`src/rtl/pwm_bus_arbiter_pkg.sv`:
```
// Shared definitions for the PWM register bus arbiter: FSM states, default
// bus widths and the PWM channel register offsets used by requesters.
package pwm_bus_arbiter_pkg;

    typedef enum logic [1:0] {
        S_IDLE = 2'd0,
        S_XFER = 2'd1,
        S_DONE = 2'd2
    } state_e;

    localparam int unsigned DEF_AW = 32;
    localparam int unsigned DEF_DW = 32;

    localparam logic [7:0] REG_ENABLE = 8'h00;
    localparam logic [7:0] REG_PERIOD = 8'h04;
    localparam logic [7:0] REG_DUTY   = 8'h08;

endpackage

```
`src/rtl/pwm_bus_arbiter_rr_arbiter.sv`:
```
// Combinational round-robin pick: first set request after rr_ptr_i, wrapping
// modulo N_REQ, so the last-served requester has the lowest priority.
module rr_arbiter #(
    parameter int unsigned N_REQ = 4
) (
    input  logic [N_REQ-1:0] req_i,
    input  logic [2:0]       rr_ptr_i,
    output logic [2:0]       grant_o,
    output logic             found_o
);

    logic [2*N_REQ-1:0] dbl;
    logic [N_REQ-1:0]   rot;

    // Rotate so bit 0 of rot is the requester just after rr_ptr_i.
    always_comb begin
        dbl = {req_i, req_i} >> ({1'b0, rr_ptr_i} + 4'd1);
        rot = dbl[N_REQ-1:0];
    end

    always_comb begin
        int unsigned sum;
        grant_o = '0;
        found_o = 1'b0;
        sum     = 0;
        for (int unsigned j = 0; j < N_REQ; j++) begin
            if (!found_o && rot[j]) begin
                found_o = 1'b1;
                sum     = 32'(rr_ptr_i) + 1 + j;
                grant_o = 3'(sum % N_REQ);
            end
        end
    end

endmodule

```
`src/rtl/pwm_bus_arbiter.sv`:
```
// Sole master of the PWM register bus: grants requesters round-robin, holds
// each transfer for HOLD_CYCLES clocks, then pulses a one-hot ack.
module pwm_bus_arbiter
    import pwm_bus_arbiter_pkg::*;
#(
    parameter int unsigned N_REQ       = 4,
    parameter int unsigned HOLD_CYCLES = 4,
    parameter int unsigned AW          = DEF_AW,
    parameter int unsigned DW          = DEF_DW
) (
    input  logic                clk,
    input  logic                rst,
    input  logic [N_REQ-1:0]    req,
    input  logic [N_REQ-1:0]    req_wr,
    input  logic [N_REQ*AW-1:0] req_adr,
    input  logic [N_REQ*DW-1:0] req_wdata,
    output logic [N_REQ-1:0]    ack,
    output logic [DW-1:0]       rdata,
    output logic                busy,
    output logic [2:0]          gnt_id,
    output logic [AW-1:0]       adr,
    output logic                cs,
    output logic                wr,
    output logic                rd,
    output logic [DW-1:0]       d_in,
    input  logic [DW-1:0]       d_out
);

    localparam logic [3:0] HOLD_LOAD = 4'(HOLD_CYCLES - 1);
    localparam logic [2:0] PTR_RST   = 3'(N_REQ - 1);

    state_e           state_q, state_d;
    logic [3:0]       hold_q, hold_d;
    logic [AW-1:0]    adr_q, adr_d;
    logic [DW-1:0]    d_in_q, d_in_d;
    logic [DW-1:0]    rdata_q, rdata_d;
    logic [N_REQ-1:0] ack_q, ack_d;
    logic             cs_q, cs_d, wr_q, wr_d, rd_q, rd_d, busy_q, busy_d;
    logic [2:0]       gnt_q, gnt_d, rr_q, rr_d;

    logic [2:0]       nxt_gnt;
    logic             nxt_found;
    logic [AW-1:0]    sel_adr;
    logic [DW-1:0]    sel_wdata;
    logic             sel_wr;

    rr_arbiter #(.N_REQ(N_REQ)) u_rr (
        .req_i    (req),
        .rr_ptr_i (rr_q),
        .grant_o  (nxt_gnt),
        .found_o  (nxt_found)
    );

    always_comb begin
        sel_adr   = '0;
        sel_wdata = '0;
        sel_wr    = 1'b0;
        for (int unsigned i = 0; i < N_REQ; i++) begin
            if (nxt_gnt == 3'(i)) begin
                sel_adr   = req_adr[i*AW +: AW];
                sel_wdata = req_wdata[i*DW +: DW];
                sel_wr    = req_wr[i];
            end
        end
    end

    always_comb begin
        state_d = state_q;
        hold_d  = hold_q;
        adr_d   = adr_q;
        d_in_d  = d_in_q;
        rdata_d = rdata_q;
        ack_d   = '0;
        cs_d    = cs_q;
        wr_d    = wr_q;
        rd_d    = rd_q;
        busy_d  = busy_q;
        gnt_d   = gnt_q;
        rr_d    = rr_q;
        case (state_q)
            S_IDLE: begin
                if (nxt_found) begin
                    gnt_d   = nxt_gnt;
                    adr_d   = sel_adr;
                    d_in_d  = sel_wr ? sel_wdata : '0;
                    cs_d    = 1'b1;
                    wr_d    = sel_wr;
                    rd_d    = ~sel_wr;
                    busy_d  = 1'b1;
                    hold_d  = HOLD_LOAD;
                    state_d = S_XFER;
                end
            end
            S_XFER: begin
                // wr_q still carries the latched direction on the final hold cycle.
                if (hold_q == 4'd0) begin
                    cs_d = 1'b0;
                    wr_d = 1'b0;
                    rd_d = 1'b0;
                    for (int unsigned i = 0; i < N_REQ; i++) begin
                        ack_d[i] = (gnt_q == 3'(i));
                    end
                    if (!wr_q) begin
                        rdata_d = d_out;
                    end
                    state_d = S_DONE;
                end else begin
                    hold_d = hold_q - 4'd1;
                end
            end
            S_DONE: begin
                busy_d  = 1'b0;
                rr_d    = gnt_q;
                state_d = S_IDLE;
            end
            default: state_d = S_IDLE;
        endcase
    end

    always_ff @(posedge clk) begin
        if (rst) begin
            state_q <= S_IDLE;
            hold_q  <= '0;
            adr_q   <= '0;
            d_in_q  <= '0;
            rdata_q <= '0;
            ack_q   <= '0;
            cs_q    <= 1'b0;
            wr_q    <= 1'b0;
            rd_q    <= 1'b0;
            busy_q  <= 1'b0;
            gnt_q   <= PTR_RST;
            rr_q    <= PTR_RST;
        end else begin
            state_q <= state_d;
            hold_q  <= hold_d;
            adr_q   <= adr_d;
            d_in_q  <= d_in_d;
            rdata_q <= rdata_d;
            ack_q   <= ack_d;
            cs_q    <= cs_d;
            wr_q    <= wr_d;
            rd_q    <= rd_d;
            busy_q  <= busy_d;
            gnt_q   <= gnt_d;
            rr_q    <= rr_d;
        end
    end

    assign ack    = ack_q;
    assign rdata  = rdata_q;
    assign busy   = busy_q;
    assign gnt_id = gnt_q;
    assign adr    = adr_q;
    assign cs     = cs_q;
    assign wr     = wr_q;
    assign rd     = rd_q;
    assign d_in   = d_in_q;

endmodule
```
`config.mk`:
```
export PLATFORM = sky130hd
export DESIGN_NAME = pwm_bus_arbiter
export DESIGN_NICKNAME = d
export VERILOG_FILES = /design/src/rtl/pwm_bus_arbiter_pkg.sv /design/src/rtl/pwm_bus_arbiter_rr_arbiter.sv /design/src/rtl/pwm_bus_arbiter.sv
export SDC_FILE = /design/constraint.sdc
export NUM_CORES = 1
export LEC_CHECK = 0
export BUFFER_PORTS_ARGS = -buffer_cell sky130_fd_sc_hd__buf_2
export CELL_PAD_IN_SITES_DETAIL_PLACEMENT = 2
export CELL_PAD_IN_SITES_GLOBAL_PLACEMENT = 2
export CORE_MARGIN = 3
export CORE_UTILIZATION = 22
export CTS_BUF_LIST = sky130_fd_sc_hd__clkbuf_16
export CTS_CLUSTER_SIZE = 25
export DETAILED_ROUTE_END_ITERATION = 6
export PLACE_DENSITY_LB_ADDON = 0.25
export RECOVER_POWER = 25
export SYNTH_ARGS = -nofsm -noshare
export SYNTH_HDL_FRONTEND = slang
export SYNTH_HIERARCHICAL = 1
export SYNTH_SLANG_ARGS = --single-unit
```
`constraint.sdc`:
```
create_clock -name clk -period 2.75 [get_ports clk]
set_clock_uncertainty 0.15 [all_clocks]
set_input_delay 0.275 -clock clk [delete_from_list [all_inputs] [get_ports clk]]
set_output_delay 0.275 -clock clk [all_outputs]
set_load 0.1 [all_outputs]
```
==> results of run 1 <==
-- flip-flops by register name, summed over array words and instances (netlist names), 2 cells and up --
signal and flops:
adr 32, gnt_id 3, rr_q 3, hold_q 4
ack 4, rdata 32, d_in 32, state_q 2
-- final timing paths --
check                                            from                     to  slack [ps]  cells after the start
worst max-delay path             rr_q[0]$_SDFFE_PP1P_   d_in[3]$_SDFFE_PP0P_          60                      9
worst min-delay path                      req_adr[31]   adr[31]$_SDFFE_PP0P_         130                      3
worst max register to register   rr_q[0]$_SDFFE_PP1P_   d_in[3]$_SDFFE_PP0P_          60                      9
worst min register to register  rdata[5]$_SDFFE_PP0P_  rdata[5]$_SDFFE_PP0P_         320                      2
-- cell families after synthesis --
| family | count (synthesis) | synth area share, % |
|---|---|---|
| fa+ha+maj | 2 | 0.398 |
| flops | 116 | 37.0 |
| compound gates | 161 | 18.9 |
| mux | 68 | 23.9 |
| other cells | 1 | 0.0597 |
| simple gates | 143 | 14.2 |
| buf+inv | 73 | 5.62 |
-- power by group --
part	total [W]	internal (W)	leakage, nW	switching (W)
combinational	0.00349	0.00107	2.98	0.00241
sequential	0.00203	0.00189	0.945	0.000144
clock	0.00234	0.00143	0.290	0.000907
-- final cells by class --
cell class | count | area share, %
Inverter | 8 | 0.305
Antenna cell | 2 | 0.0509
Timing Repair Buffer | 473 | 27.7
Multi-Input combinational cell | 375 | 37.3
Clock buffer | 17 | 4.33
Clock inverter | 15 | 1.83
Sequential cell | 116 | 23.7
Tap cell | 378 | 4.81
-- critical path, stage by stage (launching register included) --
cell	delay, ps
dfxtp_4	370
mux2_4	310
a211oi_4	220
nor4_2	80
o22ai_4	200
mux4_2	540
nor4b_4	170
buf_12	190
buf_4	140
a22o_1	200
-- metrics by stage --
| step | instance area, um^2 | cells | utilization, % | total power (W) |
|---|---|---|---|---|
| floorplan | 6280 | 564 | - | 0.00458 |
| global placement | 8870 | 1315 | 31.7 | 0.00547 |
| detailed placement | 8870 | 1315 | 31.7 | 0.00550 |
| CTS | 9820 | 1380 | 35.1 | 0.00793 |
| global route | 9830 | 1384 | 35.2 | 0.00823 |
| finish | 9830 | 1384 | 35.2 | 0.00786 |
-- per-layer routing --
| metal | routed length (um) | share of wire (%) |
|---|---|---|
| met5 | 47 | 0.14 |
| met4 | 493 | 1.5 |
| met3 | 1790 | 5.5 |
| met2 | 17500 | 54 |
| met1 | 12600 | 39 |
-- synth_stat cells (2+ instances only) --
| master | number |
|---|---|
| a211o_1 | 2 |
| a21oi_1 | 44 |
| a22o_1 | 63 |
| a311oi_1 | 3 |
| buf_1 | 2 |
| buf_2 | 17 |
| buf_6 | 7 |
| clkbuf_1 | 37 |
| dfxtp_1 | 116 |
| ha_1 | 2 |
| inv_1 | 8 |
| mux2i_1 | 2 |
| mux4_2 | 65 |
| nand2_1 | 9 |
| nand2b_1 | 2 |
| nand3b_1 | 2 |
| nand4_1 | 32 |
| nor2_1 | 6 |
| nor2b_1 | 4 |
| nor3_1 | 8 |
| nor3b_1 | 4 |
| o211ai_1 | 3 |
| o21a_1 | 2 |
| o21ai_0 | 2 |
| o31ai_1 | 35 |
| or2_0 | 12 |
| or2_1 | 12 |
| or2_2 | 39 |
| or3b_1 | 2 |
| or4_1 | 3 |
-- what timing repair did --
item / 4_1_cts / 5_1_grt
buffers inserted: 1 / 0
pin swaps: 0 / 2
setup endpoints to repair: 58 / 34
gates cloned: 0 / 2
hold endpoints to repair: 32 / 0
hold buffers: 32 / 0
gates resized for setup: 4 / 5
==> run_results.csv, run 1 <==
group,metric,value,unit
logic_synthesis,ys_ff_latch,116,
placed_design,port-buffer-count,404,
logic_synthesis,synth_area_leaders,"dfxtp_1 (37%), mux4_2 (23%), a22o_1 (8.8%)",
layout,final_common_cell,"buf_2",
logic_synthesis,async_flop_share,0,%
route,wl_per_cell,23.4,um
clock_tree,clock_path_buffers,2,
setup_path,worstSetupEndpointType,"flop",
logic_synthesis,ys_warn_count,6,
timing,setup_slack,60.5,ps
die,io_pins,405,
layout,regArea,0.00233,mm^2
logic_synthesis,syn_inst,564,
layout,nets,1291,
clock_tree,numCtsBuffers,17,
placed_design,hpwlAfterDp,24.4,mm
layout,drive_gt1_share,54.3,%
timing,slew_viol_final,0,
pwr,power_leakage,4.21,nW
clock_tree,cts_tree,"done",
route,drtIter0Drc,225,
grt,grt_usage,20.4,%
logic_synthesis,syn-cell-area,0.00628,mm^2
setup_path,crit_type,"flop to flop",
pwr,cellPowerDensity,799,mW/mm^2
grt,grt_util_met2,38.0,%
route,drcViolationCount,0,
timing,tns,0,ps
timing,maxSlewHeadroom,16.9,%
route,wirelength,32.5,mm
grt,grtUsageMet3,5.82,%
die,start_util,22.5,%
die,die_w,175,um
timing,hold_viol_final,0,
layout,final_cell_mix,"buf_2 (357), dfxtp_1 (114), mux4_2 (65)",
grt,grt.busiest_layer,"met2",
grt,grt_pass1_vias,7569,
route,drt_first_pass_iters,4,
worst_hold_path,hp-class,"input pin to flop",
clock_tree,clk_pin_slew_worst_paths,60,ps
die,die_h,175,um
setup_path,path_max_fanout,6,
grt,globalRouteMet1Util,22.9,%
clock_tree,cts_max_level,4,
setup_path,crit_path_start_kind,"flop",
die,core,0.0279,mm^2
grt,grt_max_degree,68,
logic_synthesis,ys.flop_type,"dfxtp_1",
logic_synthesis,yosysTopAreaCell,"dfxtp_1",
layout,fillers,3173,
grt,grt_overflow,0,
placed_design,place_ws,-119,ps
timing,rsz0062_at_grt,"yes",
timing,period_needed,2690,ps
route,vias,6731,
timing,hold-worst-slack,126,ps
clock_tree,clkLatencyLatePin,410,ps
timing,worst-slew-pin-transition,1250,ps
run_status,status,"finished clean",
route,ant_nets,0,
logic_synthesis,ys_types,49,
placed_design,place_congestion,0.834,
timing,setup_violations,0,
logic_synthesis,synth_top_area_share,37.0,%
run,drv_cap,0,
logic_synthesis,synth_edf_count,0,
die,rows,61,
clock_tree,root_buffer,"clkbuf_16",
setup_path,cp.required,2900,ps
logic_synthesis,synth_seq_area_share,37.0,%
layout,multi_input_area,0.00367,mm^2
setup_path,arrival,2840,ps
route,vias_per_cell,4.86,
die,die-area,0.0306,mm^2
logic_synthesis,syn_nets,864,
clock_tree,clock_sinks,116,
timing,max_freq,0.372,GHz
timing,finalCritPeriodShare,97.8,%
grt,antenna_found_initial,8,
grt,grt_pass1_wl,47.6,mm
pwr,vdd_drop_max,393,uV
logic_synthesis,avgSynthCellArea,11.1,um^2
layout,areaGrowthSynthToFinish,56.5,%
No activity file was read; power rests on OpenSTA's default activity.
==> inputs of run 2 (changes only) <==
--- a/config.mk
+++ b/config.mk
@@ -9,7 +9,7 @@
 export CELL_PAD_IN_SITES_DETAIL_PLACEMENT = 2
 export CELL_PAD_IN_SITES_GLOBAL_PLACEMENT = 2
 export CORE_MARGIN = 3
-export CORE_UTILIZATION = 22
+export CORE_UTILIZATION = 18
 export CTS_BUF_LIST = sky130_fd_sc_hd__clkbuf_16
 export CTS_CLUSTER_SIZE = 25
 export DETAILED_ROUTE_END_ITERATION = 6
@@ -17,5 +17,4 @@
 export RECOVER_POWER = 25
 export SYNTH_ARGS = -nofsm -noshare
 export SYNTH_HDL_FRONTEND = slang
-export SYNTH_HIERARCHICAL = 1
 export SYNTH_SLANG_ARGS = --single-unit
==> run 2 against run 1 <==
  * Clock power decreased by 12%
  * Global-route usage shrank 2.8 points
  * Final area is 7.2% lower
  * Non-clock buffer count decreased by 23
  * Utilization fell by 6.5 points
  * Count of clock-buffer cells in the layout unchanged
  * Combinational power down 30%
  * Via count rose by 12%
  * Critical path type unchanged
  * Highest routed layer unchanged
==> run_results.csv, run 2 <==
group,metric,value,unit
clock_tree,clock_sinks,114,
grt,grtUsageMet3,5.68,%
grt,grt_pass1_vias,8265,
placed_design,place_congestion,0.784,
logic_synthesis,synth_edf_count,0,
worst_hold_path,hp-class,"input pin to flop",
timing,finalCritPeriodShare,89.1,%
logic_synthesis,syn_nets,1170,
clock_tree,holdBufCountCts,32,
clock_tree,post-cts-setup-buffers,0,
clock_tree,clkLatencyLatePin,400,ps
logic_synthesis,ys_warn_count,0,
route,wl_per_cell,18.4,um
route,drt_first_pass_iters,4,
grt,grt_pass1_wl,47.0,mm
run_status,status,"finished clean",
grt,grt_max_degree,97,
layout,regArea,0.00228,mm^2
setup_path,path_max_fanout,32,
route,drtIter0Drc,224,
timing,rsz0062_at_grt,"no",
timing,period_needed,2450,ps
grt,grt.busiest_layer,"met2",
pwr,switching_power,0.00286,W
route,vias,7549,
logic_synthesis,synth_seq_area_share,39.1,%
clock_tree,cts_resized,0,
grt,antenna_found_initial,3,
die,die_w,186,um
pwr,power_frac_seq,29.9,%
pwr,p_clk_share,32.0,%
timing,setup_violations,0,
layout,layout.cells.non_filler,1715,
timing,maxSlewHeadroom,17.5,%
layout,multi_input_area,0.00328,mm^2
layout,areaGrowthSynthToFinish,56.2,%
route,drcViolationCount,0,
setup_path,crit_path_start_kind,"flop",
route,wirelength,31.5,mm
setup_path,crit_type,"flop to flop",
layout,drive_gt1_share,31.9,%
clock_tree,clock_path_buffers,2,
die,rows,65,
logic_synthesis,avgSynthCellArea,6.71,um^2
logic_synthesis,syn_inst,870,
layout,final_common_cell,"nand2_1",
run,drv_cap,0,
pwr,p_comb_share,38.1,%
layout,nets,1564,
logic_synthesis,yosysTopAreaCell,"dfxtp_1",
clock_tree,clk_pin_slew_worst_paths,60,ps
clock_tree,numCtsBuffers,17,
die,start_util,18.4,%
timing,max_freq,0.408,GHz
logic_synthesis,synth_area_leaders,"dfxtp_1 (39%), nand2_1 (23%), nand3_1 (14%)",
grt,grt_overflow,0,
pwr,cell_internal_pwr,0.00354,W
logic_synthesis,syn-cell-area,0.00584,mm^2
placed_design,port-buffer-count,403,
timing,slew_viol_final,0,
logic_synthesis,ys_ff_latch,114,
clock_tree,root_buffer,"clkbuf_16",
route,ant_nets,0,
logic_synthesis,synth.most_common_cell,"nand2_1",
timing,hold_viol_final,0,
pwr,cellPowerDensity,701,mW/mm^2
pwr,vdd_drop_max,441,uV
logic_synthesis,ys_types,36,
logic_synthesis,ys.flop_type,"dfxtp_1",
grt,grt_util_met2,32.3,%
die,io_pins,405,
layout,fillers,3933,
timing,worst-slew-pin-transition,1240,ps
clock_tree,cts_tree,"done",
setup_path,worstSetupEndpointType,"flop",
placed_design,place_inst,1648,
die,die-area,0.0346,mm^2
setup_path,cp.required,2950,ps
grt,grt_usage,17.6,%
pwr,swShare,44.7,%
logic_synthesis,synth_common_cells,"nand2_1 (359), nand3_1 (162), dfxtp_1 (114)",
setup_path,arrival,2660,ps
die,die_h,186,um
route,vias_per_cell,4.40,
timing,tns,0,ps
die,core,0.0318,mm^2
logic_synthesis,synth_top_area_share,39.1,%
clock_tree,cts_max_level,4,
layout,final_cell_mix,"nand2_1 (359), buf_2 (351), nand3_1 (162)",
placed_design,hpwlAfterDp,23.1,mm
logic_synthesis,async_flop_share,0,%
grt,globalRouteMet1Util,20.0,%
pwr,power_leakage,4.25,nW
run 2: area by class of cell:
class	instances	share of cell area, %
antenna	3	0.0823
clock buffer	17	4.66
clock inverter	15	1.17
inverter	3	0.123
multi-input combinational	678	35.9
sequential	114	25.0
tap	435	5.96
timing repair buffer	450	27.1
run 2: path summary, 6_finish.rpt:
check             slack (ps)  cells after the start                    to                  from
setup / recovery         300                      7  d_in[9]$_SDFFE_PP0P_  rr_q[1]$_SDFFE_PP1P_
setup reg to reg         300                      7  d_in[9]$_SDFFE_PP0P_  rr_q[1]$_SDFFE_PP1P_
hold reg to reg          300                      2  adr[26]$_SDFFE_PP0P_  adr[26]$_SDFFE_PP0P_
hold / removal            60                      2  rr_q[0]$_SDFFE_PP1P_                   rst
run 2: logic make-up after synthesis:
group	share of synthesized area [%]
AOI/OAI and AO/OA	13.1
xor gates and xnor gates	0.300
adders and majority gates	0.428
buffers and inverters	5.72
DFF	39.1
muxes	0.921
other	0.0642
and+or+nand+nor	40.4
run 2: per-stage QoR:
stage | setup WS [ps] | area (um^2) | utilization [%] | hold WS [ps] | total power (W)
2_1_floorplan | 619 | 5840 | - | 261 | 0.00370
3_3_place_gp | 370 | 8330 | 26.2 | 290 | 0.00438
3_5_place_dp | 306 | 8330 | 26.2 | 295 | 0.00441
4_1_cts | 302 | 9180 | 28.9 | 53.5 | 0.00656
5_1_grt | 201 | 9120 | 28.7 | 59.7 | 0.00677
6_report | 299 | 9130 | 28.7 | 55.3 | 0.00640
run 2: layer usage:
layer  routed length, um  vias to the layer above
met1               12800                     3566
met5                   7                        -
met2               15900                      242
met3                2450                       20
met4                 422                        2
li1                    -                     3719
run 2: critical path, cell delays in order (launching register included):
cell     delay, ps
dfxtp_1        560
nor3b_2        130
a311o_2        450
mux2i_1        170
mux2i_2        220
nor3b_4        280
buf_12         230
a32o_1         180
run 2: power by group through the flow:
stage	Sequential, W	Combinational [W]	Clock, W
2_1_floorplan	0.00303	0.000669	0
3_3_place_gp	0.00194	0.00245	0
3_5_place_dp	0.00195	0.00246	0
4_1_cts	0.00191	0.00250	0.00215
5_1_grt	0.00194	0.00263	0.00221
6_report	0.00191	0.00244	0.00205
==> inputs of run 3 (changes only) <==
--- a/config.mk
+++ b/config.mk
@@ -15,6 +15,7 @@
 export DETAILED_ROUTE_END_ITERATION = 6
 export PLACE_DENSITY_LB_ADDON = 0.25
 export RECOVER_POWER = 25
+export REMOVE_ABC_BUFFERS = 1
 export SYNTH_ARGS = -nofsm -noshare
 export SYNTH_HDL_FRONTEND = slang
 export SYNTH_SLANG_ARGS = --single-unit
==> run 3 against run 2 <==
  * Die area unchanged
  * Total power up 5.3%
  * Count of clock-buffer cells in the layout unchanged
  * Final area up 1.2%
  * Sequential cell count unchanged
  * Combinational power about the same
  * Utilization up 0.35 points
  * Critical endpoint is now adr[23]$_SDFFE_PP0P_
  * Largest power group unchanged
  * Global-route usage up 0.23 points
  * Sequential power about the same
  * Final cell count up 0.64%
  * Setup slack better by 79 ps
  * First-iteration DRC count down 14%
==> run_results.csv, run 3 (synthesis results as in run 2) <==
group,metric,value,unit
run_status,status,"finished clean",
timing,period_needed,2370,ps
die,die_w,186,um
die,start_util,18.4,%
route,wl_per_cell,18.7,um
route,vias_per_cell,4.46,
clock_tree,clock_path_buffers,2,
layout,areaGrowthSynthToFinish,58.1,%
grt,grt_overflow,0,
clock_tree,clkLatencyLatePin,410,ps
grt,grt_pass1_wl,47.4,mm
placed_design,hpwlAfterDp,23.7,mm
timing,setup_slack,378,ps
route,wirelength,32.2,mm
clock_tree,post-cts-setup-buffers,0,
die,die_h,186,um
pwr,power_leakage,4.31,nW
timing,worst-slew-pin-transition,1250,ps
timing,tns,0,ps
placed_design,place_ws,268,ps
run,drv_cap,0,
clock_tree,clock_sinks,114,
worst_hold_path,hp-class,"input pin to flop",
layout,drive_gt1_share,32.4,%
grt,grt_pass1_vias,8351,
clock_tree,clk_pin_slew_worst_paths,70,ps
timing,slew_viol_final,0,
timing,hold_viol_final,0,
setup_path,crit_type,"flop to flop",
pwr,cellPowerDensity,730,mW/mm^2
die,core,0.0318,mm^2
layout,final_common_cell,"nand2_1",
clock_tree,cts_tree,"done",
route,ant_nets,0,
clock_tree,root_buffer,"clkbuf_16",
timing,hold-worst-slack,61.9,ps
setup_path,path_max_fanout,90,
grt,grt_usage,17.8,%
die,die-area,0.0346,mm^2
layout,final_cell_mix,"nand2_1 (359), buf_2 (351), nand3_1 (162)",
route,drcViolationCount,0,
timing,setup_violations,0,
grt,antenna_found_initial,8,
route,vias,7698,
layout,final_area,0.00924,mm^2
timing,rsz0062_at_grt,"no",
layout,nets,1570,
placed_design,place_congestion,0.755,
clock_tree,numCtsBuffers,17,
placed_design,place_area,0.00835,mm^2
die,rows,65,
timing,max_freq,0.422,GHz
placed_design,port-buffer-count,403,
route,drtIter0Drc,193,
timing,maxSlewHeadroom,17.1,%
setup_path,arrival,2510,ps
setup_path,crit_path_start_kind,"flop",
pwr,vdd_drop_max,393,uV
timing,finalCritPeriodShare,86.3,%
route,drt_first_pass_iters,4,
clock_tree,cts_max_level,4,
grt,grt_max_degree,91,
setup_path,cp.required,2890,ps
die,io_pins,405,
setup_path,worstSetupEndpointType,"flop",
[run 3: cell types whose count changed in the layout (fill, tap and decap cells not counted)]
cell        previous run  this run
inv_8                  0         5
inv_6                  5         6
clkinv_4               2         0
clkinv_2               3         0
clkinv_1               2         0
buf_12                 7         5
bufinv_16              0         2
clkinvlp_4             3         2
diode_2                3         8
buf_4                  8        16
[run 3: worst max-delay path: stages, from the launching register on]
cell,delay (ps)
dfxtp_1,380
nand2b_2,190
o21ai_1,150
a211oi_4,340
buf_12,400
nand3_1,320
nand3_1,180
a21oi_1,70
[run 3: path summary, 6_finish.rpt]
path	start	slack, ps	endpoint	depth (start not counted)
worst max-delay path	rr_q[0]$_SDFFE_PP1P_	380	adr[23]$_SDFFE_PP0P_	7
worst min-delay path	req_wdata[10]	60	d_in[10]$_SDFFE_PP0P_	4
worst max register to register	rr_q[0]$_SDFFE_PP1P_	380	adr[23]$_SDFFE_PP0P_	7
worst min register to register	adr[25]$_SDFFE_PP0P_	300	adr[25]$_SDFFE_PP0P_	2
[run 3: repair_timing]
item                                    in CTS  in global routing
endpoints found under the setup margin       0                  0
hold endpoints to repair                    32                  0
resized for setup                            0                  0
hold buffers                                32                  0
[run 3: where the power goes]
| part | switching [W] | internal, W | total (W) |
|---|---|---|---|
| combinational | 0.00188 | 0.000563 | 0.00245 |
| sequential | 0.0000927 | 0.00182 | 0.00191 |
| clock | 0.000999 | 0.00138 | 0.00238 |
[run 3: cell type report]
type | count | area (um^2)
repair buffers | 456 | 2490
flip-flops and latches | 114 | 2280
inverters | 3 | 11.3
multi-input cells | 678 | 3280
fillers | 3914 | 22600
clock buffers | 17 | 425
diodes | 8 | 20.0
well taps | 435 | 544
clock inverters | 15 | 184
[run 3: stage by stage]
stage                     utilization [%]  std cells  total power, W
final                                29.0       1726         0.00674
after global routing                 29.0       1722         0.00711
after CTS                            29.2       1718         0.00689
after detailed placement             26.3       1654         0.00441
after global placement               26.3       1654         0.00438
after floorplan                         -        795         0.00367
[run 3: per-layer routing]
metal	vias to the layer above	GRT usage, %	wire (um)
li1	3729	-	-
met1	3696	19.5	12500
met2	241	33.2	16700
met3	26	6.71	2520
met4	6	3.54	388
met5	-	0	41
